[src/rtl/event_hub.sv]
// ---------------------------------------------------------------------------
// event_hub
//
// Collects single-cycle event pulses on NUM_CH channels and lets one waiter
// block until an event arrives on a chosen channel.
//
//   * Per-channel saturating pending counters (CNT_W bits each).
//   * A three-state waiter FSM (IDLE -> ARMED -> DONE -> IDLE).
//   * A registered monitor that reports which channels fired last edge.
//
// Parameters
//   NUM_CH  number of event channels (2..32)
//   CNT_W   width of each pending counter
//   STICKY  0 = edge mode: only triggers after arming complete a wait,
//               and pending is informational only
//           1 = sticky mode: a stored pending trigger also completes a
//               wait, and one trigger is consumed per completed wait
//
// Ports
//   clk          single clock, rising edge
//   rst_n        synchronous, active-low reset
//   trig         event pulses, one trigger per high bit per edge
//   wait_valid   waiter request to block on wait_ch
//   wait_ch      requested channel (values >= NUM_CH never complete)
//   wait_ready   request can be accepted this cycle (FSM in IDLE)
//   wait_cancel  abandon an armed wait
//   wait_done    one-cycle pulse, armed wait completed
//   mon_valid    some trig bit was high at the previous edge
//   mon_ch       lowest channel that triggered at the previous edge
//   mon_multi    more than one channel triggered at the previous edge
//   pending      per-channel counters, channel 0 in the LSBs
//   done_ts      (only with EVENT_HUB_TIMESTAMP_EN) free-running timestamp
//                captured at the edge that entered DONE
//
// Optional feature macro: EVENT_HUB_TIMESTAMP_EN
// ---------------------------------------------------------------------------
module event_hub #(
   parameter int NUM_CH = 5,
   parameter int CNT_W  = 4,
   parameter int STICKY = 0,
   localparam int CH_W  = (NUM_CH > 1) ? $clog2(NUM_CH) : 1
) (
   input  logic                      clk,
   input  logic                      rst_n,
   input  logic [NUM_CH-1:0]         trig,
   input  logic                      wait_valid,
   input  logic [CH_W-1:0]           wait_ch,
   output logic                      wait_ready,
   input  logic                      wait_cancel,
   output logic                      wait_done,
   output logic                      mon_valid,
   output logic [CH_W-1:0]           mon_ch,
   output logic                      mon_multi,
   output logic [NUM_CH*CNT_W-1:0]   pending
`ifdef EVENT_HUB_TIMESTAMP_EN
   ,
   output logic [31:0]               done_ts
`endif
);

   // Channel selects are done on vectors padded up to the full range of
   // the channel index, so an out-of-range armed channel reads a constant
   // zero and simply never completes.
   localparam int SEL_W = 1 << CH_W;

   typedef enum logic [1:0] {
      IDLE  = 2'd0,
      ARMED = 2'd1,
      DONE  = 2'd2
   } state_t;

   state_t              state;
   state_t              state_nxt;
   logic [CH_W-1:0]     arm_ch;
   logic                take;
   logic                hit;
   logic [SEL_W-1:0]    avail_ext;
   logic [NUM_CH-1:0]   consume;
   logic [CNT_W-1:0]    cnt     [NUM_CH];
   logic [CNT_W-1:0]    cnt_nxt [NUM_CH];
   logic [CNT_W:0]      cnt_sum [NUM_CH];
   logic                mon_valid_nxt;
   logic [CH_W-1:0]     mon_ch_nxt;
   logic                mon_multi_nxt;

   // A channel can complete a wait if it fires this edge, or, in sticky
   // mode, if it already has a stored trigger.
   always_comb begin
      avail_ext = '0;
      for (int i = 0; i < NUM_CH; i++) begin
         avail_ext[i] = trig[i] | ((STICKY != 0) && (cnt[i] != '0));
      end
      hit = avail_ext[arm_ch];
   end

   // Waiter FSM next state. Cancel wins over a completing trigger, so the
   // trigger is left in the counter.
   always_comb begin
      state_nxt = state;
      take      = 1'b0;
      case (state)
         IDLE: begin
            if (wait_valid) begin
               state_nxt = ARMED;
            end
         end
         ARMED: begin
            if (wait_cancel) begin
               state_nxt = IDLE;
            end else if (hit) begin
               state_nxt = DONE;
               take      = 1'b1;
            end
         end
         DONE: begin
            state_nxt = IDLE;
         end
         default: begin
            state_nxt = IDLE;
         end
      endcase
   end

   assign wait_ready = (state == IDLE);
   assign wait_done  = (state == DONE);

   always_ff @(posedge clk) begin
      if (!rst_n) begin
         state  <= IDLE;
         arm_ch <= '0;
      end else begin
         state <= state_nxt;
         if ((state == IDLE) && wait_valid) begin
            arm_ch <= wait_ch;
         end
      end
   end

   // Only sticky mode removes a trigger from the counter on completion.
   always_comb begin
      consume = '0;
      for (int i = 0; i < NUM_CH; i++) begin
         consume[i] = (STICKY != 0) && take && (arm_ch == CH_W'(i));
      end
   end

   // Counter update is pending + trig - consume computed one bit wider.
   // Consume only happens when the counter is non-zero or the channel
   // fires, so the sum never goes negative; the extra top bit flags
   // overflow, which saturates at all ones.
   always_comb begin
      for (int i = 0; i < NUM_CH; i++) begin
         cnt_sum[i] = {1'b0, cnt[i]} + (CNT_W+1)'(trig[i])
                      - (CNT_W+1)'(consume[i]);
         cnt_nxt[i] = cnt_sum[i][CNT_W] ? '1 : cnt_sum[i][CNT_W-1:0];
      end
   end

   always_ff @(posedge clk) begin
      for (int i = 0; i < NUM_CH; i++) begin
         if (!rst_n) begin
            cnt[i] <= '0;
         end else begin
            cnt[i] <= cnt_nxt[i];
         end
      end
   end

   for (genvar g = 0; g < NUM_CH; g++) begin : g_pack
      assign pending[g*CNT_W +: CNT_W] = cnt[g];
   end

   // Monitor: lowest firing channel found by scanning from the top down,
   // multi detected by clearing the lowest set bit and testing the rest.
   always_comb begin
      mon_valid_nxt = |trig;
      mon_ch_nxt    = '0;
      for (int i = NUM_CH - 1; i >= 0; i--) begin
         if (trig[i]) begin
            mon_ch_nxt = CH_W'(i);
         end
      end
      mon_multi_nxt = |(trig & (trig - NUM_CH'(1)));
   end

   always_ff @(posedge clk) begin
      if (!rst_n) begin
         mon_valid <= 1'b0;
         mon_ch    <= '0;
         mon_multi <= 1'b0;
      end else begin
         mon_valid <= mon_valid_nxt;
         mon_ch    <= mon_ch_nxt;
         mon_multi <= mon_multi_nxt;
      end
   end

`ifdef EVENT_HUB_TIMESTAMP_EN
   logic [31:0] ts;

   // Free-running wrap-around timestamp; the value present at the edge
   // that completes a wait is stored and held until the next completion.
   always_ff @(posedge clk) begin
      if (!rst_n) begin
         ts      <= '0;
         done_ts <= '0;
      end else begin
         ts <= ts + 32'd1;
         if (take) begin
            done_ts <= ts;
         end
      end
   end
`endif

endmodule

[config.mk]
export PLATFORM = sky130hd
export DESIGN_NAME = event_hub
export DESIGN_NICKNAME = d
export VERILOG_FILES = /design/src/rtl/event_hub.sv
export SDC_FILE = /design/constraint.sdc
export NUM_CORES = 1
export LEC_CHECK = 0
export ABC_AREA = 1
export CAP_MARGIN = 20
export CORE_MARGIN = 5
export CORE_UTILIZATION = 30
export CTS_CLUSTER_DIAMETER = 80
export CTS_CLUSTER_SIZE = 24
export DETAILED_ROUTE_END_ITERATION = 10
export DONT_BUFFER_PORTS = 1
export SETUP_SLACK_MARGIN = 0.05
export SLEW_MARGIN = 25
export SYNTH_ARGS = -nofsm -noshare
export SYNTH_HDL_FRONTEND = slang
export SYNTH_SLANG_ARGS = --single-unit
[constraint.sdc]
create_clock -name clk -period 2.6 [get_ports clk]
set_input_delay 0.26 -clock clk [delete_from_list [all_inputs] [get_ports clk]]
set_output_delay 0.26 -clock clk [all_outputs]
set_load 0.05 [all_outputs]
==> impl_metrics.tcl <==
set metrics [dict create \
    cp_num_buf_inv 1 \
    clk_latency_ns 0.27 \
    slew_headroom_pct 38.9 \
    worstPathCellList "inv_1 > nor2_1" \
    ys.warnings.count 0 \
    p_int_w 0.000722 \
    r2r-end "cnt[4][3]" \
    crit_path_start_kind "flop" \
    cp_data_required_time_ns 2.34 \
    synthTopCellsByArea "dfxtp_1 (47%), ha_1 (9.9%), inv_1 (8.3%)" \
    finalCritPeriodShare_pct 61.6 \
    io_buffers 0 \
    grt_max_degree 18 \
    vias 982 \
    synthCells 154 \
    fmax_mhz 624 \
    dp.cells 203 \
    drive_gt1_share_pct 7.55 \
    synth.largest_area_cell "dfxtp_1" \
    clk_pin_slew_ns 0.06 \
    period_minus_slack_ns 1.60 \
    ys.flop_type "dfxtp_1" \
    p_sw_w 0.000292 \
    avgSynthCellArea_um2 8.25 \
    crit_type "reg2out" \
    cp_slowest_cell "nor2_1" \
    gp_congestion 0.747 \
    cp-end-kind "output pin" \
    power_leakage_nw 0.614 \
    fin_setup_tns_ns 0 \
    yosys-top-cells-count "dfxtp_1 (30), inv_1 (28), nand2_1 (18), a21oi_1 (16), nand3_1 (12)" \
    dpl_cell_area_um2 1330 \
    hold_end "mon_ch[0]" \
    grt_pass1_wl_um 4350 \
    tightest_slew_ns 0.913 \
    start_util_pct 31.3 \
    grt_pass1_vias 978 \
    seq_area_frac_synth_pct 47.3 \
    min_from "trig[0]" \
    register_area_um2 601 \
    diodes 0 \
    seq_power_share_pct 56.8 \
    status "complete, no violations" \
    clockBufferDepth 2 \
    rows 23 \
    clock_sink_count 30 \
    ioPinCount 39 \
    area_growth_pct 11.0 \
    dieArea_um2 5630 \
    fp.coreArea_um2 4060 \
    crit_cells 2 \
    vdd_drop_max_uv 266 \
    dpl.hpwl_um 1970 \
    rsz0062_at_grt "no" \
    synth_fp_nets 176 \
    synth_top_area_share_pct 47.3 \
    switching_share_pct 28.8 \
    slowest_delay_ns 0.69 \
    hold_viol_final 0 \
    vias_per_cell 4.70 \
    slew_viol_final 0 \
    multiInputGateArea_um2 548 \
    r2r-start "cnt[4][0]" \
    cts-root-buf "clkbuf_8" \
    final_area_um2 1410 \
    nNetsFinal 182 \
    wirelength_um 2660 \
    synth_most_common_cell "dfxtp_1" \
    maxCapViolCount 0 \
    cts_buffers 5 \
    fin_cells 209 \
    grt_use_total_pct 10.6 \
    worstPathArrival_ns 1.34 \
    grt_remaining_overflow 0 \
    antenna_found_initial 0 \
    ant_nets 0 \
    postCtsHoldBufs 0 \
    r2r_cells 4 \
    holdPathStages 1 \
    h-tree-depth 2 \
    filler_cell_count 434 \
    path_max_fanout 3 \
    clock-skew-final_ns 0.000599 \
    ys_types 21 \
    drt_pass1_iterations 4 \
    syn-cell-area_um2 1270 \
    async_reset_ff_share_pct 0 \
    p_clk_share_pct 35.3 \
    cts_tree "done" \
    cts_resized 0 \
    die_h_um 75.1 \
    drt-initial-drc-count 65 \
    drc 0 \
    drt-wirelength-per-cell_um 12.7 \
    hold_path_class "in2reg" \
    r2r_setup_slack_ns 1.04 \
    finalCoreUtilization_pct 34.8 \
    fp.dieW_um 75.1 \
    ys_ff_latch 30 \
    critPathTopFamily "simple AND/OR/NAND/NOR gates" \
    setup_violations 0 \
    post_cts_buffers 0 \
    pwr-share-comb_pct 7.9 \
    pwr_density_cell_nw_per_um2 719 \
    synth-edff-count 0 \
]
[layout make-up]
class,count,share of cell area (%)
well taps,50,4.44
repair buffers,1,0.532
multi-input cells,93,38.9
flip-flops and latches,30,42.6
clock buffers,6,5.86
inverters,29,7.72
[power groups by stage]
| stage | Clock, W | Combinational [W] | Sequential [W] |
|---|---|---|---|
| after floorplan | 0 | 0.0000710 | 0.000581 |
| after global placement | 0 | 0.0000804 | 0.000586 |
| after detailed placement | 0 | 0.0000818 | 0.000587 |
| after CTS | 0.000375 | 0.0000823 | 0.000577 |
| after global routing | 0.000394 | 0.0000965 | 0.000580 |
| final | 0.000357 | 0.0000805 | 0.000576 |
[through the flow]
step | setup slack, ns | hold WS, ns | total power [W]
CTS | 0.983 | 0.0578 | 0.00103
finish | 0.998 | 0.0724 | 0.00101
global placement | 1.07 | 0.344 | 0.000667
global route | 0.936 | 0.0554 | 0.00107
floorplan | 1.02 | 0.339 | 0.000652
detailed placement | 1.05 | 0.353 | 0.000669
[worst max-delay path by stage]
stage | from | endpoint | slack (ns)
after floorplan | state[0] | arm_ch[0] | 1.02
after global placement | cnt[1][0] | cnt[1][3] | 1.07
after detailed placement | cnt[2][0] | cnt[2][3] | 1.05
after CTS | state[1] | wait_done | 0.98
after global routing | cnt[1][0] | cnt[1][1] | 0.94
final | state[1] | wait_done | 1.0
[flip-flops by register name, indices dropped and copies added, names as in the netlist]
name and cells:
cnt 20, mon_ch 3, state 2, mon_multi 1, arm_ch 3, mon_valid 1
[cell usage in the layout, fill, tap and decap left out]
cell	Yosys	routed
xor2_1	1	1
nor2_1	3	3
ha_1	10	10
clkbuf_8	0	6
o21ai_0	11	11
buf_4	1	1
nand2_2	1	1
o21a_1	2	2
nor2_2	2	2
nor3_1	4	4
dfxtp_1	30	30
nand2_1	18	18
inv_1	28	28
nand3_1	12	12
nand4_1	3	3
nor3b_1	1	1
a21oi_1	16	16
a21oi_2	1	1
inv_2	1	1
a211oi_1	1	1
a31oi_1	7	7
[layer usage]
layer | wire (µm) | track usage (%) | share of wire, %
met5 | 0 | 0 | 0
met4 | 27 | 5.34 | 1.0
met3 | 287 | 5.61 | 11
met2 | 1170 | 17.4 | 44
met1 | 1170 | 11.0 | 44
[cell families after synthesis]
| group | count (synthesis) | synth area share [%] |
|---|---|---|
| flops | 30 | 47.3 |
| compound gates | 38 | 16.6 |
| fa+ha+maj | 10 | 9.85 |
| simple gates | 44 | 16.1 |
| xor+xnor | 1 | 0.690 |
| buf+inv | 31 | 9.56 |
(Power assumes the default switching activity.)
